## src/rtl/clock_disp_pkg.sv

```systemverilog
// Shared definitions for the clock display bus: select codes, blank pattern,
// digit index type, sequence FSM states and the select decoder.
package clock_disp_pkg;

    localparam logic [3:0] SEL_D0    = 4'b1110;
    localparam logic [3:0] SEL_D1    = 4'b1101;
    localparam logic [3:0] SEL_D2    = 4'b1011;
    localparam logic [3:0] SEL_D3    = 4'b0111;
    localparam logic [3:0] SEL_BLANK = 4'b1111;

    localparam logic [6:0] SEG_BLANK = 7'h7F;

    typedef logic [1:0] digit_idx_t;

    typedef enum logic {
        HUNT   = 1'b0,
        LOCKED = 1'b1
    } seq_state_t;

    typedef enum logic [1:0] {
        SEL_IS_DIGIT   = 2'd0,
        SEL_IS_BLANK   = 2'd1,
        SEL_IS_ILLEGAL = 2'd2
    } sel_kind_t;

    typedef struct packed {
        sel_kind_t  kind;
        digit_idx_t idx;
    } sel_dec_t;

    // Anything that is neither a one-hot-low digit code nor all-ones is illegal.
    function automatic sel_dec_t decode_sel(input logic [3:0] sel);
        sel_dec_t d;
        d.kind = SEL_IS_ILLEGAL;
        d.idx  = 2'd0;
        case (sel)
            SEL_D0: begin
                d.kind = SEL_IS_DIGIT;
                d.idx  = 2'd0;
            end
            SEL_D1: begin
                d.kind = SEL_IS_DIGIT;
                d.idx  = 2'd1;
            end
            SEL_D2: begin
                d.kind = SEL_IS_DIGIT;
                d.idx  = 2'd2;
            end
            SEL_D3: begin
                d.kind = SEL_IS_DIGIT;
                d.idx  = 2'd3;
            end
            SEL_BLANK: d.kind = SEL_IS_BLANK;
            default:   d.kind = SEL_IS_ILLEGAL;
        endcase
        return d;
    endfunction

endpackage

```

## src/rtl/seg_scan_capture_if.sv

```systemverilog
// Multiplexed seven-segment bus plus the demultiplexed capture results.
interface seg_scan_capture_if;

    logic [3:0] Choose;
    logic [6:0] HEX;

    logic [6:0] HEX0;
    logic [6:0] HEX1;
    logic [6:0] HEX2;
    logic [6:0] HEX3;
    logic [3:0] Valid;
    logic       FrameDone;
    logic       SeqErr;
    logic       Timeout;
    logic [7:0] ErrCnt;

    modport master (
        output Choose, HEX,
        input  HEX0, HEX1, HEX2, HEX3, Valid, FrameDone, SeqErr, Timeout, ErrCnt
    );

    modport slave (
        input  Choose, HEX,
        output HEX0, HEX1, HEX2, HEX3, Valid, FrameDone, SeqErr, Timeout, ErrCnt
    );

endinterface

```

## src/rtl/sync_ff.sv

```systemverilog
// Parameterised two-flop synchroniser with a configurable reset value.
module sync_ff #(
    parameter int               WIDTH   = 1,
    parameter logic [WIDTH-1:0] RST_VAL = '0
) (
    input  logic             clk,
    input  logic             rst_n,
    input  logic [WIDTH-1:0] d,
    output logic [WIDTH-1:0] q
);

    logic [WIDTH-1:0] meta;

    always_ff @(posedge clk or negedge rst_n) begin
        if (!rst_n) begin
            meta <= RST_VAL;
            q    <= RST_VAL;
        end else begin
            meta <= d;
            q    <= meta;
        end
    end

endmodule

```

## src/rtl/seg_scan_capture.sv

```systemverilog
// Receiving end of the multiplexed 4-digit seven-segment bus: glitch filter,
// demultiplexer, scan-order checker and stalled-scanner detector.
module seg_scan_capture
    import clock_disp_pkg::*;
#(
    parameter int STABLE_CYC  = 4,
    parameter int TIMEOUT_CYC = 4096
) (
    input  logic                CP50,
    input  logic                nCR,
    seg_scan_capture_if.slave   bus
);

    localparam logic [3:0]  STABLE_MAX = 4'(STABLE_CYC);
    localparam logic [15:0] TIMEOUT_M1 = 16'(TIMEOUT_CYC - 1);
    localparam logic [10:0] SYNC_RST   = {SEL_BLANK, SEG_BLANK};

    logic [10:0] sync_q;
    logic [10:0] s3;
    logic [3:0]  stab_cnt;
    logic [3:0]  stab_next;
    logic        cap_q;
    logic [3:0]  cap_sel;
    logic [6:0]  cap_hex;

    sel_dec_t    dec;
    logic        digit_hit;
    logic        illegal_hit;
    logic        order_err;
    logic        frame_end;
    logic        expire;

    seq_state_t  state;
    digit_idx_t  exp;
    logic        frame_done;
    logic        seq_err;
    logic [7:0]  err_cnt;

    logic [6:0]  hex_q [4];
    logic [3:0]  valid;
    logic [15:0] idle_cnt;
    logic        timeout;

    sync_ff #(
        .WIDTH   (11),
        .RST_VAL (SYNC_RST)
    ) u_sync (
        .clk   (CP50),
        .rst_n (nCR),
        .d     ({bus.Choose, bus.HEX}),
        .q     (sync_q)
    );

    always_comb begin
        if (sync_q == s3) begin
            stab_next = (stab_cnt == STABLE_MAX) ? stab_cnt : stab_cnt + 4'd1;
        end else begin
            stab_next = 4'd1;
        end
    end

    // The capture strobe is registered so it fires once per dwell, on the
    // cycle the stability counter first reaches its ceiling.
    always_ff @(posedge CP50 or negedge nCR) begin
        if (!nCR) begin
            s3       <= SYNC_RST;
            stab_cnt <= 4'd0;
            cap_q    <= 1'b0;
            cap_sel  <= SEL_BLANK;
            cap_hex  <= SEG_BLANK;
        end else begin
            s3       <= sync_q;
            stab_cnt <= stab_next;
            cap_q    <= (stab_next == STABLE_MAX) && (stab_cnt != STABLE_MAX);
            cap_sel  <= sync_q[10:7];
            cap_hex  <= sync_q[6:0];
        end
    end

    always_comb begin
        dec         = decode_sel(cap_sel);
        digit_hit   = cap_q && (dec.kind == SEL_IS_DIGIT);
        illegal_hit = cap_q && (dec.kind == SEL_IS_ILLEGAL);
        order_err   = digit_hit && (state == LOCKED) && (dec.idx != exp);
        frame_end   = digit_hit && (state == LOCKED) && (dec.idx == exp) && (exp == 2'd3);
        expire      = !digit_hit && (idle_cnt == TIMEOUT_M1);
    end

    always_ff @(posedge CP50 or negedge nCR) begin
        if (!nCR) begin
            state      <= HUNT;
            exp        <= 2'd0;
            frame_done <= 1'b0;
            seq_err    <= 1'b0;
            err_cnt    <= 8'd0;
        end else begin
            frame_done <= frame_end;
            seq_err    <= illegal_hit || order_err;
            if (illegal_hit) begin
                state <= HUNT;
            end else if (digit_hit) begin
                if (state == HUNT) begin
                    if (dec.idx == 2'd0) begin
                        state <= LOCKED;
                        exp   <= 2'd1;
                    end
                end else if (dec.idx == exp) begin
                    exp <= exp + 2'd1;
                end else begin
                    state <= HUNT;
                end
            end else if (expire) begin
                state <= HUNT;
            end
            if ((illegal_hit || order_err) && (err_cnt != 8'hFF)) begin
                err_cnt <= err_cnt + 8'd1;
            end
        end
    end

    // A digit capture always beats a coincident timeout; HEX registers survive a timeout.
    always_ff @(posedge CP50 or negedge nCR) begin
        if (!nCR) begin
            for (int i = 0; i < 4; i++) begin
                hex_q[i] <= SEG_BLANK;
            end
            valid    <= 4'b0000;
            idle_cnt <= 16'd0;
            timeout  <= 1'b0;
        end else if (digit_hit) begin
            hex_q[dec.idx] <= cap_hex;
            valid[dec.idx] <= 1'b1;
            idle_cnt       <= 16'd0;
            timeout        <= 1'b0;
        end else begin
            if (idle_cnt != 16'hFFFF) begin
                idle_cnt <= idle_cnt + 16'd1;
            end
            if (expire) begin
                valid   <= 4'b0000;
                timeout <= 1'b1;
            end
        end
    end

    assign bus.HEX0      = hex_q[0];
    assign bus.HEX1      = hex_q[1];
    assign bus.HEX2      = hex_q[2];
    assign bus.HEX3      = hex_q[3];
    assign bus.Valid     = valid;
    assign bus.FrameDone = frame_done;
    assign bus.SeqErr    = seq_err;
    assign bus.Timeout   = timeout;
    assign bus.ErrCnt    = err_cnt;

endmodule

```

## src/flat_wrapper.sv

```systemverilog
// flat-port wrapper written by rule: the top's interface ports become plain ports
module seg_scan_capture_flat import clock_disp_pkg::*;
#(
    parameter int STABLE_CYC  = 4,
    parameter int TIMEOUT_CYC = 4096
)
  (CP50, nCR, bus_Choose, bus_HEX, bus_HEX0, bus_HEX1, bus_HEX2, bus_HEX3, bus_Valid, bus_FrameDone, bus_SeqErr, bus_Timeout, bus_ErrCnt);
  seg_scan_capture_if bus_i ();
  input  logic CP50;
  input  logic nCR;
  input wire logic [$bits(bus_i.Choose)-1:0] bus_Choose;
  input wire logic [$bits(bus_i.HEX)-1:0] bus_HEX;
  output wire logic [$bits(bus_i.HEX0)-1:0] bus_HEX0;
  output wire logic [$bits(bus_i.HEX1)-1:0] bus_HEX1;
  output wire logic [$bits(bus_i.HEX2)-1:0] bus_HEX2;
  output wire logic [$bits(bus_i.HEX3)-1:0] bus_HEX3;
  output wire logic [$bits(bus_i.Valid)-1:0] bus_Valid;
  output wire logic [$bits(bus_i.FrameDone)-1:0] bus_FrameDone;
  output wire logic [$bits(bus_i.SeqErr)-1:0] bus_SeqErr;
  output wire logic [$bits(bus_i.Timeout)-1:0] bus_Timeout;
  output wire logic [$bits(bus_i.ErrCnt)-1:0] bus_ErrCnt;
  assign bus_i.Choose = bus_Choose;
  assign bus_i.HEX = bus_HEX;
  assign bus_HEX0 = bus_i.HEX0;
  assign bus_HEX1 = bus_i.HEX1;
  assign bus_HEX2 = bus_i.HEX2;
  assign bus_HEX3 = bus_i.HEX3;
  assign bus_Valid = bus_i.Valid;
  assign bus_FrameDone = bus_i.FrameDone;
  assign bus_SeqErr = bus_i.SeqErr;
  assign bus_Timeout = bus_i.Timeout;
  assign bus_ErrCnt = bus_i.ErrCnt;
  seg_scan_capture #(.STABLE_CYC(STABLE_CYC), .TIMEOUT_CYC(TIMEOUT_CYC)) u_core (.CP50(CP50), .nCR(nCR), .bus(bus_i));
endmodule
```

## config.mk

```make
export PLATFORM = sky130hd
export DESIGN_NAME = seg_scan_capture_flat
export DESIGN_NICKNAME = d
export VERILOG_FILES = /design/src/rtl/clock_disp_pkg.sv /design/src/rtl/seg_scan_capture_if.sv /design/src/rtl/sync_ff.sv /design/src/rtl/seg_scan_capture.sv /design/src/flat_wrapper.sv
export SDC_FILE = /design/constraint.sdc
export NUM_CORES = 1
export LEC_CHECK = 0
export ABC_AREA = 1
export CAP_MARGIN = 10
export CORE_UTILIZATION = 30
export CTS_CLUSTER_DIAMETER = 50
export DETAILED_ROUTE_END_ITERATION = 6
export SYNTH_ARGS = -nofsm -noshare
export SYNTH_HDL_FRONTEND = slang
export SYNTH_SLANG_ARGS = --single-unit
```

## constraint.sdc

```tcl
create_clock -name CP50 -period 1.77 [get_ports CP50]
set_input_delay 0.177 -clock CP50 [delete_from_list [all_inputs] [get_ports CP50]]
set_output_delay 0.177 -clock CP50 [all_outputs]
set_load 0.01 [all_outputs]
```

### Word level (Yosys, flattened, before mapping)

Cells that the tools add are included.

| cells by class | value |
|---|---|
| bitwise logic cells | 3 |
| magnitude comparators | 4 |
| add/sub/neg operators | 4 |
| muxes and demuxes | 24 |
| eq/ne operators | 17 |
| reductions and logical operators | 21 |

Operator list:

| operator | count |
|---|---|
| 2-to-1 mux 16 bit | 2 |
| bitwise mux 28 bit | 1 |
| adder 16 x 1 -> 16 bit, second input constant | 1 |
| equality test 16 x 12 -> 1 bit, second input constant | 1 |
| equality test 4 bit, second input constant | 4 |
| 2-to-1 mux 4 bit | 4 |
| inequality test 16 bit, second input constant | 1 |
| demux 7 bit (select 2 bit) | 1 |
| equality test 4 x 3 -> 1 bit, second input constant | 3 |
| equality test 11 bit | 1 |
| logical AND 1 bit | 11 |
| 2-to-1 mux 1 bit | 9 |
| adder 8 x 1 -> 8 bit, second input constant | 1 |
| inequality test 8 bit, second input constant | 1 |
| 2-to-1 mux 7 bit | 1 |
| 2-to-1 mux 2 bit | 3 |
| one-hot mux 2 bit (3 select lines) | 1 |
| nonzero test 2 bit | 3 |
| adder 4 x 1 -> 4 bit, second input constant | 1 |
| equality test 2 bit, second input constant | 2 |
| logical NOT 2 bit | 2 |
| inequality test 4 x 3 -> 1 bit, second input constant | 1 |
| OR 4 bit | 1 |
| one-hot mux 2 bit (2 select lines) | 1 |
| 16 further kinds | 16 |

| word-level totals | value |
|---|---|
| register bits | 111 |
| output and inout port bits | 43 |
| input port bits | 13 |
| word-level logic and storage cells | 92 |

### Logic depth before layout (Yosys ltp)

| depth | value |
|---|---|
| word-level depth | 10 |
| mapped depth | 12 |
| gate-level depth less buffers | 12 |

### Hierarchy

A second synthesis with hierarchy kept.

| unflattened totals | value |
|---|---|
| cells, all modules | 412 |
| area, all modules | 4,134.0 um^2 |

Modules (own cells, without submodules):

| module | cells each | times used | sequential area each (um^2) | area each (um^2) |
|---|---|---|---|---|
| seg_scan_capture | 390 | 1 | 2,000.7 | 3,555.9 |
| sync_ff | 22 | 1 | 578.1 | 578.1 |

### Least setup slack after synthesis

No wires, ideal clock.

| path | value |
|---|---|
| path type | register to register |
| start point | register, netlist name u_core.s3[7] |
| end point | register u_core.hex_q, in the netlist u_core.bus.HEX2[4] |
| cell stages (with the launch flop) | 11 |
| period minus slack after synthesis | 1.636 ns |
| path buffers | 2 |
| arrival time | 1.558 ns |
| path slack | 0.134 ns |
| data required time | 1.692 ns |
| setup time | 0.078 ns |
| path through | dfstp_2 > nand2_1 > inv_1 > nand2_2 > nand3_2 > nand2_4 > or2_1 > buf_2 > buf_6 > nand2_2 > o21ai_2 |

RTL lines:

| what | RTL line | source |
|---|---|---|
| to (signal, indexed assignment) | seg_scan_capture.sv:131 | `hex_q[dec.idx] <= cap_hex;` |
| to (decl) | seg_scan_capture.sv:39 | `logic [6:0] hex_q [4];` |

==> metrics.txt <==
fillers 1,314; metal2 WL roughly 4300 um; element type at the critical path start flip-flop; period utilization 0.957; H-tree Lvls 3; final setup skew between 6 and 7 ps; Total Routing Usage GR 0.134; register area share after synthesis 0.610; WS Path Type flip-flop to flip-flop; die height between 100 and 150 um; Routed Antenna Nets 0; Switch Pwr 0.959 mW; hold_ws 238 ps; clk buf depth 2; RSZ-0062 raised after global routing true; Crit. End Element flip-flop; Sequential Power Share 0.545; Avg Inst Size Synth slightly above 10 um2; LEAKAGE 2.44 nW; Final Power 4.37 mW; Final Instance Count excl. Fillers 688; Clk Latency, worst-skew pair between 300 and 400 ps; WL/cell 13.1 um; number of CTS-inserted buffers 9; number of global-route vias before repair just over 3,000; Arr. time, crit path between 1500 and 2000 ps; design area around 0.0056 mm2; Synth area leaders dfstp_2, dfrtp_1, nand2_1, nand3_1, inv_1; clock-pin slew on the worst setup and hold paths about 70 ps; CP max stage delay about 560 ps; Worst VDD drop around 460 uV; via count slightly above 3,000; cell-internal power roughly 3.4 mW; placed insts between 600 and 700; post-synth top area cell dfstp_2; number of antenna violations at the first check in global routing 0; final core occ 0.412; worst hold path type primary input to flip-flop; synth unique cells 32; Area after DPL 0.00518 mm2; max cap viols 0; setup violators final 0; top post-synthesis cells by count nand2_1, dfstp_2, inv_1; Slew Limit Headroom 0.651; IO Pins between 50 and 60; diodes inserted 0; Slew @ Worst Pin around 520 ps; WL final approximately 9000 um; Sw Ratio 0.219; Core Rows 42; Synth async-reset ratio 1.00; count leader, synth nand2_1; CTS root buf clkbuf_16; slowest library cell on the worst path dfstp_2; number of iterations in the first detailed-routing pass 4; DP HPWL about 6400 um; pin count of the biggest net entering global routing just over 100; nets@finish 525; Routed met1 length a little over 4000 um; via/cell ratio approximately 4.5; initial DRC count around 130; final setup margin ~76 ps; Post-synth EDFFs 0; Layout area overhead 31.7%; Mapped Nets 435; power density over cell area 786 mW/mm2; outcome complete, no violations; CTS tree built; critical-path cell list nand4_1, buf_4, buf_4, nand3_1, inv_1, nand3_1, nand2_1, or2_1; layout cell share with drive strength beyond 1 0.289; first-pass GRT wire length between 15,000 and 20,000 um; max-slew violation count 0; DRC viols 0; synthesized cell area roughly 0.0042 mm2; Setup Slack @ Placement 6.93 ps; Clock power frac 0.420; Syn Inst Count between 400 and 500; die area 0.0146 mm2; setup tns final 0 ps; Starting Density 0.313; WL met3 approximately 530 um; final hold vios 0; min Tclk post-route between 1500 and 2000 ps; Top Layer Used met4; Max Fclk between 500 and 600 MHz; combinational share of power 0.035; GP Congestion 0.799; Worst EP required between 1500 and 2000 ps; number of port buffers 55; Sink Count 100; Yosys reg bits 100; Worst Path Max Fanout 4; top-area cell type share of the netlist area 0.379; gr ovfl total 0; Core Region approximately 0.014 mm2; Die W between 100 and 150 um; Synth Warn # 0; top_reg_cell synth dfstp_2
worst max-delay path, delay by kind of cell, from the launching register on:
kind                   cells  cell delay (ps)
and+or+nand+nor            5              620
DFF                        1              560
buffers and inverters      3              390
power groups by stage:
stage / clock (mW) / sequential (mW) / combinational, mW
after global placement: 0 / 2.42 / 0.149
after floorplan: 0 / 2.42 / 0.0539
after global routing: 1.99 / 2.39 / 0.177
final: 1.84 / 2.38 / 0.152
after detailed placement: 0 / 2.42 / 0.151
after CTS: 1.90 / 2.38 / 0.152
layout make-up:
cell class / count / area, um2 / share of cell area
clock buffer: 11 / 243 / 0.0436
clock inverter: 5 / 33.8 / 0.00607
inverter: 45 / 170 / 0.0306
multi-input combinational: 265 / 1480 / 0.266
sequential: 100 / 2580 / 0.463
tap: 176 / 220 / 0.0396
timing repair buffer: 86 / 841 / 0.151
layout by cell type, fill, tap and decap left out, types with 2 or more instances in the layout:
cell,n
dfrtp_1,39
o21ai_2,14
nand4_1,11
nand2_1,87
nor3_1,14
nand3b_1,2
clkbuf_16,9
nand3_2,4
buf_4,25
nor2_2,2
xor2_1,11
inv_1,43
buf_12,4
a211oi_1,2
ha_1,5
xnor2_1,6
a21oi_1,7
clkdlybuf4s50_1,54
a31oi_1,3
o21ai_1,10
or2_2,2
nand3_1,32
o21ai_0,13
nor2_1,16
nand2_4,3
dfstp_2,61
or2_1,3
clkinv_2,3
nand2_2,10
buf_6,2
kinds of logic after synthesis:
family / share of synthesized area
flip-flops: 0.610
buffers and inverters: 0.0515
AO/OA/AOI/OAI: 0.0802
adder cells (fa/ha/maj): 0.0148
XOR/XNOR: 0.0352
AND/OR/NAND/NOR: 0.208
flip-flops by register name, summed over array words and instances (netlist names):
| name | count |
|---|---|
| u_core.exp | 2 |
| u_core.bus.FrameDone | 1 |
| u_core.cap_sel | 1 |
| u_core.u_sync.q | 11 |
| u_core.state | 1 |
| u_core.bus.Valid | 4 |
| u_core.cap_q | 1 |
| u_core.bus.ErrCnt | 8 |
| u_core.bus.HEX0 | 7 |
| u_core.u_sync.meta | 11 |
| u_core.bus.HEX2 | 7 |
| u_core.s3 | 10 |
| u_core.bus.SeqErr | 1 |
| u_core.bus.HEX3 | 7 |
| u_core.bus.Timeout | 1 |
| u_core.stab_cnt | 4 |
| u_core.idle_cnt | 16 |
| u_core.bus.HEX1 | 7 |
path summary, 6_finish.rpt:
path | from | to | slack (ps) | cells past startpoint
max in group asynchronous | nCR | u_core.idle_cnt[13] | 930 | 3
setup reg to reg | u_core.s3[8] | u_core.state | 80 | 8
min in group asynchronous | nCR | u_core.bus.ErrCnt[6] | 430 | 3
hold reg to reg | u_core.u_sync.meta[8] | u_core.u_sync.q[8] | 360 | 0
hold / removal | bus_HEX[5] | u_core.u_sync.meta[5] | 240 | 1
setup / recovery | u_core.s3[8] | u_core.state | 80 | 8
layer usage:
| layer | vias to the layer above | global-route usage |
|---|---|---|
| li1 | 1539 | - |
| met1 | 1471 | 0.173 |
| met2 | 53 | 0.209 |
| met3 | 8 | 0.0472 |
| met4 | 0 | 0.0440 |
| met5 | - | 0 |
what timing repair did:
action,CTS,global route
pin swaps,0,11
buffers inserted,0,6
hold buffers,1,0
gates resized for setup,1,24
setup endpoints to repair,2,29
hold endpoints to repair,39,0
(Power assumes the default switching activity.)
